===== config.mk =====
export PLATFORM = sky130hd
export DESIGN_NAME = pc_sequencer_flat
export DESIGN_NICKNAME = d
export VERILOG_FILES = /design/src/rtl/pc_seq_pkg.sv /design/src/rtl/pc_seq_if.sv /design/src/rtl/pc_ras.sv /design/src/rtl/pc_sequencer.sv /design/src/flat_wrapper.sv
export SDC_FILE = /design/constraint.sdc
export NUM_CORES = 1
export LEC_CHECK = 0
export ABC_CLOCK_PERIOD_IN_PS = 11200
export CORE_UTILIZATION = 40
export CTS_CLUSTER_SIZE = 10
export DETAILED_ROUTE_END_ITERATION = 8
export GPL_TIMING_DRIVEN = 0
export PLACE_DENSITY = 0.68
export SETUP_SLACK_MARGIN = 0.3
export SLEW_MARGIN = 15
export SYNTH_ARGS = -nofsm -noshare
export SYNTH_HDL_FRONTEND = slang
export SYNTH_SLANG_ARGS = --single-unit

===== constraint.sdc =====
create_clock -name clock -period 11.2 [get_ports clock]
set_clock_uncertainty 0.05 [all_clocks]
set_input_delay 2.24 -clock clock [delete_from_list [all_inputs] [get_ports clock]]
set_output_delay 2.24 -clock clock [all_outputs]
set_load 0.02 [all_outputs]

===== src/rtl/pc_seq_pkg.sv =====
// Shared types for the program-counter sequencer: next-PC source selector and
// the priority decode that picks it from the control inputs.
package pc_seq_pkg;

   typedef enum logic [2:0] {
      PC_SRC_HOLD,
      PC_SRC_RET,
      PC_SRC_TARGET,
      PC_SRC_BRANCH,
      PC_SRC_SKIP,
      PC_SRC_INC
   } pc_src_e;

   // Strict priority: stall > call&ret > ret > call/jump > branch > skip > increment.
   // Without a RAS, ret is ignored and call degenerates to jump.
   function automatic pc_src_e decode_next(input logic stall, input logic jump,
                                           input logic call, input logic ret,
                                           input logic branch_taken, input logic skip,
                                           input logic ras_en, input logic ras_empty);
      if (stall)                     return PC_SRC_HOLD;
      if (ras_en && ret && !call)    return ras_empty ? PC_SRC_INC : PC_SRC_RET;
      if (call || jump)              return PC_SRC_TARGET;
      if (branch_taken)              return PC_SRC_BRANCH;
      if (skip)                      return PC_SRC_SKIP;
      return PC_SRC_INC;
   endfunction

endpackage


===== src/rtl/pc_seq_if.sv =====
// Control/decode-to-sequencer bus: redirect controls in, registered pc and RAS status out.
interface pc_seq_if #(
   parameter int PC_W      = 32,
   parameter int RAS_DEPTH = 4
);
   localparam int CNT_W = $clog2(RAS_DEPTH + 1);

   logic            stall;
   logic            jump;
   logic            call;
   logic            ret;
   logic            branch_taken;
   logic            skip;
   logic [PC_W-1:0] target;
   logic [PC_W-1:0] branch_offset;
   logic [PC_W-1:0] pc;
   logic [CNT_W-1:0] ras_count;
   logic            ras_ovf;
   logic            ras_unf;

   modport master (
      output stall, jump, call, ret, branch_taken, skip, target, branch_offset,
      input  pc, ras_count, ras_ovf, ras_unf
   );

   modport slave (
      input  stall, jump, call, ret, branch_taken, skip, target, branch_offset,
      output pc, ras_count, ras_ovf, ras_unf
   );
endinterface


===== src/rtl/pc_ras.sv =====
// Circular return-address stack: push (overwrites oldest when full), pop and
// in-place replace of the top entry, with registered overflow/underflow pulses.
module pc_ras #(
   parameter  int PC_W      = 32,
   parameter  int RAS_DEPTH = 4,
   localparam int CNT_W     = $clog2(RAS_DEPTH + 1),
   localparam int PTR_W     = $clog2(RAS_DEPTH)
) (
   input  logic             clock,
   input  logic             reset,
   input  logic             push,
   input  logic             pop,
   input  logic             replace,
   input  logic [PC_W-1:0]  din,
   output logic [PC_W-1:0]  top,
   output logic [CNT_W-1:0] count,
   output logic             ovf,
   output logic             unf
);
   localparam logic [PTR_W-1:0] LAST = PTR_W'(RAS_DEPTH - 1);

   logic [PC_W-1:0]  mem [RAS_DEPTH];
   logic [PTR_W-1:0] ptr;
   logic [PTR_W-1:0] ptr_inc;
   logic [PTR_W-1:0] ptr_dec;
   logic             full;
   logic             empty;

   assign full    = (count == CNT_W'(RAS_DEPTH));
   assign empty   = (count == '0);
   assign ptr_inc = (ptr == LAST) ? '0 : ptr + PTR_W'(1);
   assign ptr_dec = (ptr == '0) ? LAST : ptr - PTR_W'(1);
   assign top     = mem[ptr];

   // NOTE: sequential state uses non-blocking assignments so every register
   // samples pre-edge values regardless of statement order.
   always_ff @(posedge clock) begin
      if (reset) begin
         ptr   <= '0;
         count <= '0;
         ovf   <= 1'b0;
         unf   <= 1'b0;
      end else begin
         ovf <= push && full;
         unf <= pop && empty;
         if (push) begin
            ptr <= ptr_inc;
            if (!full) count <= count + CNT_W'(1);
         end else if (pop && !empty) begin
            ptr   <= ptr_dec;
            count <= count - CNT_W'(1);
         end
      end
   end

   // NOTE: storage is deliberately not reset; count==0 makes stale entries
   // unreachable, and a reset-free array maps onto plain RAM cells.
   always_ff @(posedge clock) begin
      if (push)         mem[ptr_inc] <= din;
      else if (replace) mem[ptr]     <= din;
   end

endmodule


===== src/rtl/pc_sequencer.sv =====
// Word-addressed program-counter sequencer with prioritised redirects.
// Define PC_RAS_EN to build the return-address stack (call/ret support).
module pc_sequencer
   import pc_seq_pkg::*;
#(
   parameter int          PC_W      = 32,
   parameter int unsigned RESET_PC  = 0,
   parameter int unsigned SKIP_STEP = 2,
   parameter int          RAS_DEPTH = 4
) (
   input logic      clock,
   input logic      reset,
   pc_seq_if.slave  bus
);
   localparam int CNT_W = $clog2(RAS_DEPTH + 1);

   logic [PC_W-1:0] pc_q;
   logic [PC_W-1:0] pc_d;
   logic [PC_W-1:0] ret_addr;
   logic [PC_W-1:0] ras_top;
   logic            ras_en;
   logic            ras_empty;
   pc_src_e         src;

   assign ret_addr = pc_q + PC_W'(1);

`ifdef PC_RAS_EN
   logic [CNT_W-1:0] ras_count;
   logic             ras_ovf;
   logic             ras_unf;
   logic             live;
   logic             do_push;
   logic             do_pop;
   logic             do_replace;

   assign ras_en    = 1'b1;
   assign ras_empty = (ras_count == '0);
   assign live      = !bus.stall;
   // call&ret on an empty stack is a plain call, so it pushes instead.
   assign do_replace = live && bus.call && bus.ret && !ras_empty;
   assign do_push    = live && bus.call && !do_replace;
   assign do_pop     = live && bus.ret && !bus.call;

   pc_ras #(
      .PC_W      (PC_W),
      .RAS_DEPTH (RAS_DEPTH)
   ) u_ras (
      .clock   (clock),
      .reset   (reset),
      .push    (do_push),
      .pop     (do_pop),
      .replace (do_replace),
      .din     (ret_addr),
      .top     (ras_top),
      .count   (ras_count),
      .ovf     (ras_ovf),
      .unf     (ras_unf)
   );

   assign bus.ras_count = ras_count;
   assign bus.ras_ovf   = ras_ovf;
   assign bus.ras_unf   = ras_unf;
`else
   assign ras_en        = 1'b0;
   assign ras_empty     = 1'b1;
   assign ras_top       = '0;
   assign bus.ras_count = '0;
   assign bus.ras_ovf   = 1'b0;
   assign bus.ras_unf   = 1'b0;
`endif

   always_comb begin
      // NOTE: defaults first so no path through the block leaves pc_d
      // unassigned, which would otherwise infer a latch.
      pc_d = pc_q;
      src  = decode_next(bus.stall, bus.jump, bus.call, bus.ret,
                         bus.branch_taken, bus.skip, ras_en, ras_empty);
      case (src)
         PC_SRC_HOLD:   pc_d = pc_q;
         PC_SRC_RET:    pc_d = ras_top;
         PC_SRC_TARGET: pc_d = bus.target;
         PC_SRC_BRANCH: pc_d = pc_q + bus.branch_offset;
         PC_SRC_SKIP:   pc_d = pc_q + PC_W'(SKIP_STEP);
         PC_SRC_INC:    pc_d = ret_addr;
         default:       pc_d = pc_q;
      endcase
   end

   always_ff @(posedge clock) begin
      if (reset) pc_q <= PC_W'(RESET_PC);
      else       pc_q <= pc_d;
   end

   assign bus.pc = pc_q;

endmodule


===== src/flat_wrapper.sv =====
// flat-port wrapper written by rule: the top's interface ports become plain ports
module pc_sequencer_flat import pc_seq_pkg::*;
#(
   parameter int          PC_W      = 32,
   parameter int unsigned RESET_PC  = 0,
   parameter int unsigned SKIP_STEP = 2,
   parameter int          RAS_DEPTH = 4
)
  (clock, reset, bus_stall, bus_jump, bus_call, bus_ret, bus_branch_taken, bus_skip, bus_target, bus_branch_offset, bus_pc, bus_ras_count, bus_ras_ovf, bus_ras_unf);
  pc_seq_if #(.PC_W(PC_W), .RAS_DEPTH(RAS_DEPTH)) bus_i ();
  input logic clock;
  input logic reset;
  input wire logic [$bits(bus_i.stall)-1:0] bus_stall;
  input wire logic [$bits(bus_i.jump)-1:0] bus_jump;
  input wire logic [$bits(bus_i.call)-1:0] bus_call;
  input wire logic [$bits(bus_i.ret)-1:0] bus_ret;
  input wire logic [$bits(bus_i.branch_taken)-1:0] bus_branch_taken;
  input wire logic [$bits(bus_i.skip)-1:0] bus_skip;
  input wire logic [$bits(bus_i.target)-1:0] bus_target;
  input wire logic [$bits(bus_i.branch_offset)-1:0] bus_branch_offset;
  output wire logic [$bits(bus_i.pc)-1:0] bus_pc;
  output wire logic [$bits(bus_i.ras_count)-1:0] bus_ras_count;
  output wire logic [$bits(bus_i.ras_ovf)-1:0] bus_ras_ovf;
  output wire logic [$bits(bus_i.ras_unf)-1:0] bus_ras_unf;
  assign bus_i.stall = bus_stall;
  assign bus_i.jump = bus_jump;
  assign bus_i.call = bus_call;
  assign bus_i.ret = bus_ret;
  assign bus_i.branch_taken = bus_branch_taken;
  assign bus_i.skip = bus_skip;
  assign bus_i.target = bus_target;
  assign bus_i.branch_offset = bus_branch_offset;
  assign bus_pc = bus_i.pc;
  assign bus_ras_count = bus_i.ras_count;
  assign bus_ras_ovf = bus_i.ras_ovf;
  assign bus_ras_unf = bus_i.ras_unf;
  pc_sequencer #(.PC_W(PC_W), .RESET_PC(RESET_PC), .SKIP_STEP(SKIP_STEP), .RAS_DEPTH(RAS_DEPTH)) u_core (.clock(clock), .reset(reset), .bus(bus_i));
endmodule

Word level (Yosys, flattened, before mapping). Index checks and enable logic that the tools add are counted.

Register bits: 32. Bits of input ports: 72. Output and inout bits: 37. Word-level logic and storage cells: 35.

$add $sub $neg: 3. Equality and inequality tests: 5. Mux-type cells: 24. Reduce and logical (&&, ||, !) cells: 2.

Operators with widths (number): 32-bit one-hot mux with 5 select lines (1); 32-bit by 1-bit adder with 32-bit output (second input constant) (1); 32-bit by 2-bit adder with 32-bit output (second input constant) (1); 32-bit adder (1); 3-bit two-way mux (9); 1-bit two-way mux (14); 3-bit by 2-bit == test with 1-bit output (second input constant) (2); 3-bit == test (second input constant) (2); 5-bit nonzero test (1); 3-bit by 1-bit == test with 1-bit output (second input constant) (1); 1-bit logical OR (1).

Logic depth before layout (Yosys ltp).
Depth after elaboration: 18. Mapped depth: 16. Mapped depth without buffers: 14.

Worst setup path before layout. No wires, ideal clock.

Path kind: input port to flip-flop. Start: input port bus_jump. End: register u_core.pc_q[26] (netlist: u_core.bus.pc[26]). Library setup time: 0.132 ns. Arrival time: 5.696 ns. Data required time: 11.018 ns. Setup slack: 5.323 ns. Cell stages on the path: 15. Path buffers: 2. Cells stage by stage: or2_2 clkbuf_1 or4_1 clkbuf_1 and2_1 fa_1 a21o_2 a221oi_2 o211ai_2 a21o_4 a31oi_4 o41ai_4 xor2_1 a221oi_1 nor3_1.

Cells in the longest elaborated chain, start to end: 11. Elaborated cells between the ends (all ways): 19. Classes of those cells: eq/ne (5); mux (12); reduce/logical (2).

Ends and longest elaborated chain: from (decl) (RTL line flat_wrapper.sv:14) `input wire logic [$bits(bus_i.jump)-1:0] bus_jump;`; 1-bit logical OR * (RTL line pc_seq_pkg.sv:22) `if (call || jump) return PC_SRC_TARGET;`; 3-bit two-way mux (RTL line pc_seq_pkg.sv:22); 3-bit two-way mux (RTL line pc_seq_pkg.sv:23) `if (branch_taken) return PC_SRC_BRANCH;`; 3-bit two-way mux (RTL line pc_seq_pkg.sv:24) `if (skip) return PC_SRC_SKIP;`; 3-bit two-way mux (RTL line pc_seq_pkg.sv:25) `return PC_SRC_INC;`; 3-bit two-way mux (RTL line pc_seq_pkg.sv:24); 3-bit two-way mux * (RTL line pc_seq_pkg.sv:23); 3-bit two-way mux * (RTL line pc_seq_pkg.sv:22); 3-bit two-way mux * (RTL line pc_seq_pkg.sv:21) `if (ras_en && ret && !call) return ras_empty ? PC_SRC_INC : PC_SRC_RET;`; 3-bit == test (tied with other cells) (RTL line pc_sequencer.sv:78) `case (src)`; 32-bit one-hot mux with 5 select lines or 5-bit nonzero test (tied branches); to (signal assigned) (RTL line pc_sequencer.sv:90) `if (reset) pc_q <= PC_W'(RESET_PC);`; to (signal assigned) (RTL line pc_sequencer.sv:91) `else pc_q <= pc_d;`; to (decl) (RTL line pc_sequencer.sv:17) `logic [PC_W-1:0] pc_q;`.

Mark *: on every way between the ends. The rest lies on a longest branch, timed or not. The select of a mux whose other input is x is not followed. A chain may end at the register's enable or synchronous reset.

Worst setup path after layout.
Start: input port bus_jump. End: register u_core.pc_q[29] (netlist: u_core.bus.pc[29]).

Same word-level chain as after synthesis.

==> impl_metrics.json <==
{
  "layout-drive-gt1-share_pct": 5.37,
  "top_layer_used": "met4",
  "worst_slew_pin_slew_ns": 1.04,
  "cts_setup_buffers": 0,
  "synth-compound-area-share_pct": 32.9,
  "fmaxAchievable_ghz": 0.142,
  "cp_cell_sequence": "clkdlybuf4s50_1 -> or2_2 -> clkbuf_1 -> or4_1 -> clkbuf_1 -> and2_1 -> ha_1 -> o211a_1 -> a21oi_1 -> a211oi_1 -> o211ai_1 -> a21oi_1 -> o21ai_1 -> and3_1 -> o41ai_1 -> a21oi_1",
  "numClockSinks": 32,
  "synthSimpleGateAreaFrac_pct": 26.6,
  "diodes": 0,
  "p_int_uw": 266,
  "swShare_pct": 39.6,
  "clk_path_buf_depth": 2,
  "htreeDepth": 2,
  "yosys_warnings": 0,
  "synth-seq-cells": 32,
  "wl_um": 14500,
  "overflow": 0,
  "leakagePower_uw": 0.00213,
  "grt_max_degree": 11,
  "async_flop_share_pct": 0,
  "antenna_left": 0,
  "fin_crit_ns": 7.05,
  "route.layer.met1.wl_um": 6190,
  "routed-wl-met3_um": 1330,
  "io_pins": 109,
  "reg2regPathDepth": 10,
  "cp.required_ns": 11.30,
  "hold_depth": 2,
  "yosys.area.top_type": "dfxtp_1",
  "rsz0062_at_grt": "no",
  "start_kind": "input port",
  "wl_met2_um": 6670,
  "place_congestion": 0.943,
  "finalSetupViolations": 0,
  "initial_core_util_pct": 41.6,
  "crit_type": "in2reg",
  "antenna_found_initial": 0,
  "hold_violations": 0,
  "post_drt_via_cell_ratio": 6.03,
  "ctsHoldBuffers": 0,
  "end_kind": "register",
  "worstPathMaxFanout": 10,
  "ys_seq_area_share_pct": 15.6,
  "maxSlewHeadroom_pct": 29.7,
  "synth_cell_type_count": 73,
  "largest_reg_flops": 32,
  "die_w_um": 103,
  "synthAdderAreaFrac_pct": 10.2,
  "cts_tree": "done",
  "drcViolationCount": 0,
  "pre_cts_slack_ns": 3.95,
  "place_hpwl_um": 10900,
  "path_clk_slew_ns": 0.07,
  "synth_ff_type": "dfxtp_1",
  "maxSlewViolCount": 0,
  "io_buffers": 101,
  "dr.pass1.iters": 6,
  "arrival_ns": 7.15,
  "syn_inst": 561,
  "fin_crit_sh_pct": 62.9,
  "clk_latency_ns": 0.29,
  "synth_edf_count": 0,
  "synthXorXnorAreaFrac_pct": 7.04,
  "synthMuxAreaShare_pct": 0.244,
  "netlist_area_um2": 4110,
  "synth_top_area_share_pct": 15.6,
  "grt_pass1_vias": 4361,
  "die_area_um2": 10700,
  "fp.dieH_um": 103,
  "core_area_um2": 9860,
  "tns_ns": 0,
  "cts-buffers-inserted": 5,
  "p_seq_share_pct": 31.4,
  "switchingPower_uw": 175,
  "crit_path_max_incr_delay_ns": 0.60,
  "area_growth_syn_to_layout_pct": 30.7,
  "grt_use_total_pct": 27.1,
  "post_cts_resized": 0,
  "avgSynthCellArea_um2": 7.32,
  "vias": 4852,
  "drt_iter0_drc": 372,
  "min_path_type": "reg2reg",
  "status": "completed",
  "rows": 36,
  "cts-root-buf": "clkbuf_8",
  "crit_slowest_cell": "a211oi_1",
  "grt_pass1_wl_um": 22100,
  "ir_worst_vdd_uv": 48.8,
  "setup_ws_ns": 4.15,
  "clockPowerShare_pct": 19.4,
  "crit_top_cell": "a21oi_1",
  "drt-wirelength-per-cell_um": 18.0,
  "combPwrFrac_pct": 49.2,
  "cap_violations": 0,
  "synth_top_family_by_area": "compound AO/OA/AOI/OAI gates",
  "fin_nets": 778,
  "synth_area_leaders": "dfxtp_1, ha_1, a21oi_1",
  "p_per_area_nw_per_um2": 82.1
}
kinds of logic after synthesis:
family | count (synthesis)
other cells | 1
fa+ha+maj | 33
compound gates | 185
flops | 32
xor+xnor | 33
simple gates | 220
buf+inv | 56
mux | 1
worst paths after layout:
| kind | from | endpoint | slack, ns |
|---|---|---|---|
| worst min register to register | u_core.bus.pc[0]$_SDFFE_PP0P_ | u_core.bus.pc[0]$_SDFFE_PP0P_ | 0.44 |
| worst max register to register | u_core.bus.pc[3]$_SDFFE_PP0P_ | u_core.bus.pc[29]$_SDFFE_PP0P_ | 7.68 |
| worst min-delay path | u_core.bus.pc[0]$_SDFFE_PP0P_ | u_core.bus.pc[0]$_SDFFE_PP0P_ | 0.44 |
| worst max-delay path | bus_jump | u_core.bus.pc[29]$_SDFFE_PP0P_ | 4.15 |
metal layers:
| layer | GRT usage (%) | up-vias |
|---|---|---|
| li1 | - | 2300 |
| met4 | 9.32 | 0 |
| met3 | 3.83 | 29 |
| met2 | 45.0 | 264 |
| met1 | 36.0 | 2259 |
| met5 | 0 | - |
area by class of cell:
type                    count  area [um2]
inverters                  20        75.1
multi-input cells         477        3180
repair buffers            101        1010
fillers                   947        4500
clock buffers               5        68.8
plain buffers              36         221
flip-flops and latches     32         641
well taps                 133         166
Yosys cell counts, drive strengths merged (17+ instances only):
master and n:
o21ai 30, a21oi 48, nor2 57, dfxtp 32, ha 32, clkbuf 27
inv 20, xnor2 22, nand2 55, and2 33, nand3 17, a221oi 26
critical path: cells and delay by family:
kind | cells | cell delay, ns
AO/OA/AOI/OAI | 8 | 2.30
AND/OR/NAND/NOR | 4 | 1.36
buffers and inverters | 3 | 0.89
adder cells (fa/ha/maj) | 1 | 0.34
through the flow:
stage / power [uW] / hold WS [ns] / utilization (%) / cells / area [um2]
3_3_place_gp: 350 / 0.414 / 53.7 / 799 / 5300
5_1_grt: 465 / 0.469 / 54.4 / 804 / 5370
4_1_cts: 437 / 0.438 / 54.4 / 804 / 5370
2_1_floorplan: 277 / 0.498 / - / 565 / 4120
6_report: 441 / 0.437 / 54.4 / 804 / 5370
3_5_place_dp: 354 / 0.429 / 53.7 / 799 / 5300
placed cells by master, fill, tap and decap left out, types with 6 or more instances in the layout:
| cell type | n |
|---|---|
| xor2_1 | 11 |
| ha_1 | 32 |
| inv_1 | 20 |
| and2_1 | 31 |
| nor4_1 | 6 |
| nor3_1 | 11 |
| nand3_1 | 17 |
| nor2_1 | 57 |
| nand2_1 | 55 |
| o21bai_1 | 6 |
| dfxtp_1 | 32 |
| clkbuf_8 | 9 |
| a21oi_1 | 48 |
| buf_4 | 6 |
| a21o_1 | 8 |
| nand4_1 | 8 |
| xnor2_1 | 22 |
| o21ai_0 | 29 |
| o21a_1 | 6 |
| a221oi_1 | 25 |
| clkdlybuf4s50_1 | 101 |
| a211oi_1 | 8 |
| clkbuf_1 | 23 |
| and3_1 | 9 |
power groups by stage:
stage	Combinational, uW	Sequential (uW)	Clock (uW)
after global placement	210	140	0
after floorplan	131	146	0
after CTS	215	138	84.4
after global routing	235	140	89.6
after detailed placement	213	140	0
final	217	138	85.7
Note: power is estimated with default switching activity, not from simulation.
